==> src/rtl/ext_pipe.sv <==
// ext_pipe: two-stage immediate extender with valid/ready handshake.
// S1 captures the raw immediate and mode. S2 holds the widened result.
// The pipeline carries one beat per cycle and tolerates full backpressure.
// cnt counts completed output transfers and wraps.
module ext_pipe #(
    parameter int IN_W  = 16,
    parameter int OUT_W = 32,
    parameter int SHIFT = 2,
    parameter int CNT_W = 16
) (
    input  logic             clk,
    input  logic             reset,
    input  logic             in_valid,
    output logic             in_ready,
    input  logic [IN_W-1:0]  imm,
    input  logic [2:0]       EOp,
    output logic             out_valid,
    input  logic             out_ready,
    output logic [OUT_W-1:0] ext,
    output logic             out_err,
    output logic [CNT_W-1:0] cnt
);

    localparam int P = OUT_W - IN_W;

    typedef enum logic [2:0] {
        EOP_SIGN   = 3'b000,
        EOP_ZERO   = 3'b001,
        EOP_UPPER  = 3'b010,
        EOP_SSHIFT = 3'b011,
        EOP_ZSHIFT = 3'b100
    } eop_e;

    // Parameter sanity: an illegal combination is reported during elaboration.
    if (IN_W >= OUT_W) begin : g_bad_width
        $error("ext_pipe: IN_W (%0d) must be smaller than OUT_W (%0d)", IN_W, OUT_W);
    end
    if (SHIFT > OUT_W - IN_W) begin : g_bad_shift
        $error("ext_pipe: SHIFT (%0d) exceeds OUT_W-IN_W (%0d)", SHIFT, OUT_W - IN_W);
    end

    logic             s1_valid_q, s1_valid_d;
    logic [IN_W-1:0]  s1_imm_q, s1_imm_d;
    eop_e             s1_eop_q, s1_eop_d;
    logic             s2_valid_q, s2_valid_d;
    logic [OUT_W-1:0] ext_q, ext_d;
    logic             err_q, err_d;
    logic [CNT_W-1:0] cnt_q, cnt_d;

    logic             s2_load;
    logic             accept;
    logic             xfer;
    logic [OUT_W-1:0] sext;
    logic [OUT_W-1:0] zext;
    logic [OUT_W-1:0] ext_calc;
    logic             err_calc;

    // Widen the S1 immediate according to its mode; unknown modes yield zero plus error.
    always_comb begin
        sext     = {{P{s1_imm_q[IN_W-1]}}, s1_imm_q};
        zext     = {{P{1'b0}}, s1_imm_q};
        ext_calc = '0;
        err_calc = 1'b0;
        case (s1_eop_q)
            EOP_SIGN:   ext_calc = sext;
            EOP_ZERO:   ext_calc = zext;
            EOP_UPPER:  ext_calc = {s1_imm_q, {P{1'b0}}};
            EOP_SSHIFT: ext_calc = sext << SHIFT;
            EOP_ZSHIFT: ext_calc = zext << SHIFT;
            default:    err_calc = 1'b1;
        endcase
    end

    // Handshake and stage-advance logic; in_ready depends on out_ready but never on in_valid.
    always_comb begin
        s2_load    = s1_valid_q && (!s2_valid_q || out_ready);
        in_ready   = !s1_valid_q || s2_load;
        accept     = in_valid && in_ready;
        xfer       = s2_valid_q && out_ready;

        s1_valid_d = accept || (s1_valid_q && !s2_load);
        s1_imm_d   = s1_imm_q;
        s1_eop_d   = s1_eop_q;
        if (accept) begin
            s1_imm_d = imm;
            s1_eop_d = eop_e'(EOp);
        end

        s2_valid_d = s2_load || (s2_valid_q && !out_ready);
        ext_d      = ext_q;
        err_d      = err_q;
        if (s2_load) begin
            ext_d = ext_calc;
            err_d = err_calc;
        end

        cnt_d = cnt_q + CNT_W'(xfer);
    end

    // Pipeline and counter registers; reset discards every in-flight beat.
    always_ff @(posedge clk or negedge reset) begin
        if (!reset) begin
            s1_valid_q <= 1'b0;
            s1_imm_q   <= '0;
            s1_eop_q   <= EOP_SIGN;
            s2_valid_q <= 1'b0;
            ext_q      <= '0;
            err_q      <= 1'b0;
            cnt_q      <= '0;
        end else begin
            s1_valid_q <= s1_valid_d;
            s1_imm_q   <= s1_imm_d;
            s1_eop_q   <= s1_eop_d;
            s2_valid_q <= s2_valid_d;
            ext_q      <= ext_d;
            err_q      <= err_d;
            cnt_q      <= cnt_d;
        end
    end

    assign out_valid = s2_valid_q;
    assign ext       = ext_q;
    assign out_err   = err_q;
    assign cnt       = cnt_q;

endmodule
==> config.mk <==
export PLATFORM = sky130hd
export DESIGN_NAME = ext_pipe
export DESIGN_NICKNAME = d
export VERILOG_FILES = /design/src/rtl/ext_pipe.sv
export SDC_FILE = /design/constraint.sdc
export NUM_CORES = 1
export LEC_CHECK = 0
export CAP_MARGIN = 0
export CORE_ASPECT_RATIO = 2
export CORE_MARGIN = 2
export CORE_UTILIZATION = 45
export CTS_CLUSTER_DIAMETER = 100
export DETAILED_ROUTE_END_ITERATION = 8
export PLACE_DENSITY_LB_ADDON = 0.25
export RECOVER_POWER = 100
export REMOVE_ABC_BUFFERS = 1
export SKIP_CTS_REPAIR_TIMING = 1
export SYNTH_ARGS = -nofsm -noshare
export SYNTH_HDL_FRONTEND = slang
export SYNTH_SLANG_ARGS = --single-unit
==> constraint.sdc <==
create_clock -name clk -period 1.7 [get_ports clk]
set_clock_uncertainty 0.05 [all_clocks]
set_input_delay 0.255 -clock clk [delete_from_list [all_inputs] [get_ports clk]]
set_output_delay 0.255 -clock clk [all_outputs]
set_load 0.02 [all_outputs]
# Word-level counts from Yosys, hierarchy flattened
# Index checks and enable logic that the tools add are counted.
[word_totals]
reg_bits = 70
latch_bits = 0
ramBits = 0
rom_bits = 0
inputBits = 23
out_inout_bits = 51
word_cells = 29
memories = 0
[classes]
n_addsub = 1
multipliers = 0
div = 0
n_lt_le_gt_ge = 0
eq_ne = 4
shifts = 0
muxes = 2
bitwise = 0
reduce_logical = 15
[op_table]
columns = ["cell", "count"]
rows = [
  ["case mux 32 bit (5 select lines)", 1],
  ["adder 16 x 1 -> 16 bit", 1],
  ["equality test 3 x 2 -> 1 bit (second input constant)", 2],
  ["logical AND 1 bit", 5],
  ["OR reduction 5 bit", 1],
  ["zero test 1 bit", 4],
  ["logical OR 1 bit", 4],
  ["equality test 3 x 1 -> 1 bit (second input constant)", 1],
  ["equality test 3 bit (second input constant)", 1],
  ["zero test 3 bit", 1],
  ["2-to-1 mux 1 bit", 1],
]

# Depth between registers and ports, before layout
[depth]
ltp_word = 6
mapped_depth = 7
mapped_depth_nobuf = 6

# Least setup slack after synthesis
# Ideal clock, no wire load.
[synth_path]
path_kind = "flip-flop to flip-flop"
startpoint = "register s2_valid_q (netlist: out_valid)"
endpoint = "register cnt_q[14] (netlist: cnt[14])"
setup_time_ns = 0.080
arrival_time_ns = 1.654
path_slack_ns = -0.084
path_stages_with_launch = 8
n_path_buf = 1
period_less_slack_ns = 1.784
cell_sequence = "dfrtp_1 and2_1 ha_1 ha_1 clkbuf_1 nand3_1 nor4_1 xor2_1"
[synth_via]
elab_chain_cells = 2
[synth_lines]
columns = ["item", "line_no", "rtl"]
rows = [
  ["from (decl)", "45", "logic s2_valid_q, s2_valid_d;"],
  ["from (signal assigned)", "114", "s2_valid_q <= s2_valid_d;"],
  ["logical AND 1 bit", "79", "xfer = s2_valid_q && out_ready;"],
  ["adder 16 x 1 -> 16 bit", "97", "cnt_d = cnt_q + CNT_W'(xfer);"],
  ["net cnt_d[14]", "48", "logic [CNT_W-1:0] cnt_q, cnt_d;"],
  ["to (signal assigned)", "117", "cnt_q <= cnt_d;"],
  ["to (decl)", "48", ""],
]
# The timed path passes the listed nets, and every way through them passes these cells.
# A chain may end at the register's enable or synchronous reset.

# Final worst setup path
[layout_path]
startpoint = "register cnt_q[11] (netlist: cnt[11])"
endpoint = "output port cnt[11]"
[layout_lines]
columns = ["item", "line_no", "rtl"]
rows = [
  ["to (decl)", "21", "output logic [CNT_W-1:0] cnt"],
]
# No word-level cell between the ends.

==> flow_summary.ini <==
[outcome]
status = complete, no violations

[timing]
hold_ws_ns = 0.431
layout_min_cycle_time_ns = 1.66
worst_pin_slew_ns = 0.923
post-route-period-util = 0.976
setup_viol = 0
finalMaxSlewViolations = 0
hold_viol = 0
clock.fmax_mhz = 603
max_slew_margin = 0.385

[finish]
regArea_um2 = 1750
design_area_um2 = 4240
drive_gt1_frac = 0.207
area.growth.synth_to_final_pct = 36.7
fillers = 572
fin_nets = 354
antenna_cells = 0
multi_input_area_um2 = 1260

[place]
placed_cell_area_um2 = 4020
gp_congestion = 0.832
place_hpwl_um = 5430
numPortBuffers = 73

[global_routing]
grt_util_met3 = 0.0455
overflow = 0
grt_pass1_vias = 2425
top_usage_layer = met2
grt_util_met1 = 0.235
met2_usage = 0.386
grt_pass1_wl_um = 12200
grt_usage = 0.213
grt_max_degree = 71
antenna_found_initial = 0

[critical_path]
slowest_stage = clkdlybuf4s50_1
critical_path.cell_chain = clkdlybuf4s50_1
max_stage_delay_ns = 0.63
cp.required_ns = 1.39
critPathKind = reg2out
startpoint_type = flop
crit_fanout = 4
critical-path-top-delay-family = buffers and inverters
cp-end-kind = output port
path_depth = 1
critPathBufInv = 1
r2r_cells = 4
worstPathArrival_ns = 1.35

[yosys]
synth_area_leaders = dfrtp_1 56%, mux2_2 7.6%, o2bb2ai_1 4.2%
synth_seq_area_share = 0.564
synthDominantCellAreaShare = 0.564
synth_top_area_cell = dfrtp_1
synthFlopType = dfrtp_1
async_reset_ff_frac = 1.00
synth_edf_count = 0
avgSynthCellArea_um2 = 13.0
synth_area_um2 = 3110
ys_ff_latch = 70
synth_most_common_cell = dfrtp_1
yosysUniqueCellTypes = 39
yosysWarnings = 0
synthCells = 239
synthTopCellsByCount = 70 x dfrtp_1, 21 x mux2_2, 15 x a21boi_0, 15 x o2bb2ai_1, 14 x a22oi_1

[route]
totalWireLength_um = 7770
routed-via-count = 2370
wl_per_cell_um = 18.4
viasPerCell = 5.62
dr.first_iter.drc_count = 132
drtPass1Iterations = 4
ant_nets = 0
drc = 0

[cts]
clk_pin_slew_worst_paths_ns = 0.05
htreeDepth = 3
cts_buffers = 9
cts_buffer_depth = 2
cts_tree = yes
clk_latency_ns = 0.32
clock-root-buffer = clkbuf_16
cts_sinks = 70

[pwr]
power-per-cell-area_nw_per_um2 = 1360
p_total_mw = 5.76
p_leak_nw = 1.82
ir_drop_uv = 828

[floorplan]
ios = 74
fp.dieH_um = 121
die_w_um = 62.7
rows = 42
core_um2 = 6670
dieArea_um2 = 7620
start_util = 0.465

[hold_path]
hold_path_depth = 1
holdCritPathClass = reg2reg

[flow_run]
maxCapViolations = 0
[registers in the layout, indices dropped and copies added, names as in the netlist]
| register | count |
|---|---|
| out_valid | 1 |
| ext | 32 |
| s1_imm_q | 16 |
| s1_eop_q | 3 |
| out_err | 1 |
| s1_valid_q | 1 |
| cnt | 16 |
[metrics by stage]
step,TNS [ns],setup slack (ns),std cells,utilization
5_1_grt,-0.0549,-0.0549,422,0.636
6_report,0,0.0412,422,0.636
3_5_place_dp,-10.28,-0.274,404,0.603
2_1_floorplan,-1.66,-0.0872,221,-
3_3_place_gp,-8.52,-0.222,404,0.603
4_1_cts,-2.52,-0.200,420,0.648
[logic make-up after synthesis]
| family | Yosys count | share of synthesized area |
|---|---|---|
| AND/OR/NAND/NOR | 45 | 0.0919 |
| flip-flops | 70 | 0.564 |
| XOR/XNOR | 15 | 0.0423 |
| AO/OA/AOI/OAI | 64 | 0.175 |
| adder cells (fa/ha/maj) | 2 | 0.00806 |
| buffers and inverters | 21 | 0.0391 |
| multiplexers | 22 | 0.0794 |
[metal layers]
metal	up-vias	share of wire
li1	1093	-
met1	1192	0.38
met2	74	0.56
met3	11	0.041
met4	0	0.015
met5	-	0
[layout make-up]
type	count	area share
Timing Repair Buffer	96	0.190
Clock inverter	3	0.0100
Tap cell	88	0.0259
Inverter	3	0.00265
Sequential cell	70	0.413
Clock buffer	13	0.0613
Multi-Input combinational cell	149	0.297
[final timing paths]
kind / startpoint / end / slack, ns
max: cnt[11]$_DFF_PN0_ / cnt[11] / 0.04
max reg2reg: s1_eop_q[1]$_DFFE_PN0P_ / ext[13]$_DFFE_PN0P_ / 0.05
min reg2reg: ext[0]$_DFFE_PN0P_ / ext[0]$_DFFE_PN0P_ / 0.43
min in group asynchronous: reset / cnt[3]$_DFF_PN0_ / 0.67
max in group asynchronous: reset / ext[3]$_DFFE_PN0P_ / 0.33
min: ext[0]$_DFFE_PN0P_ / ext[0]$_DFFE_PN0P_ / 0.43
[cell usage in the layout, fill, tap and decap left out, types with 8 or more instances in the layout]
| cell | n |
|---|---|
| clkbuf_1 | 17 |
| a221o_1 | 10 |
| mux2_2 | 21 |
| a22oi_1 | 14 |
| dfrtp_1 | 70 |
| clkbuf_16 | 9 |
| a21boi_0 | 15 |
| buf_4 | 16 |
| nand4_1 | 8 |
| o2bb2ai_1 | 15 |
| clkdlybuf4s50_1 | 57 |
[power by group]
group	leakage [nW]	switching, mW	internal (mW)
registers	0.893	0.319	1.98
clock network	0.146	0.658	1.21
logic	0.782	0.808	0.776
Note: power is estimated with default switching activity, not from simulation.
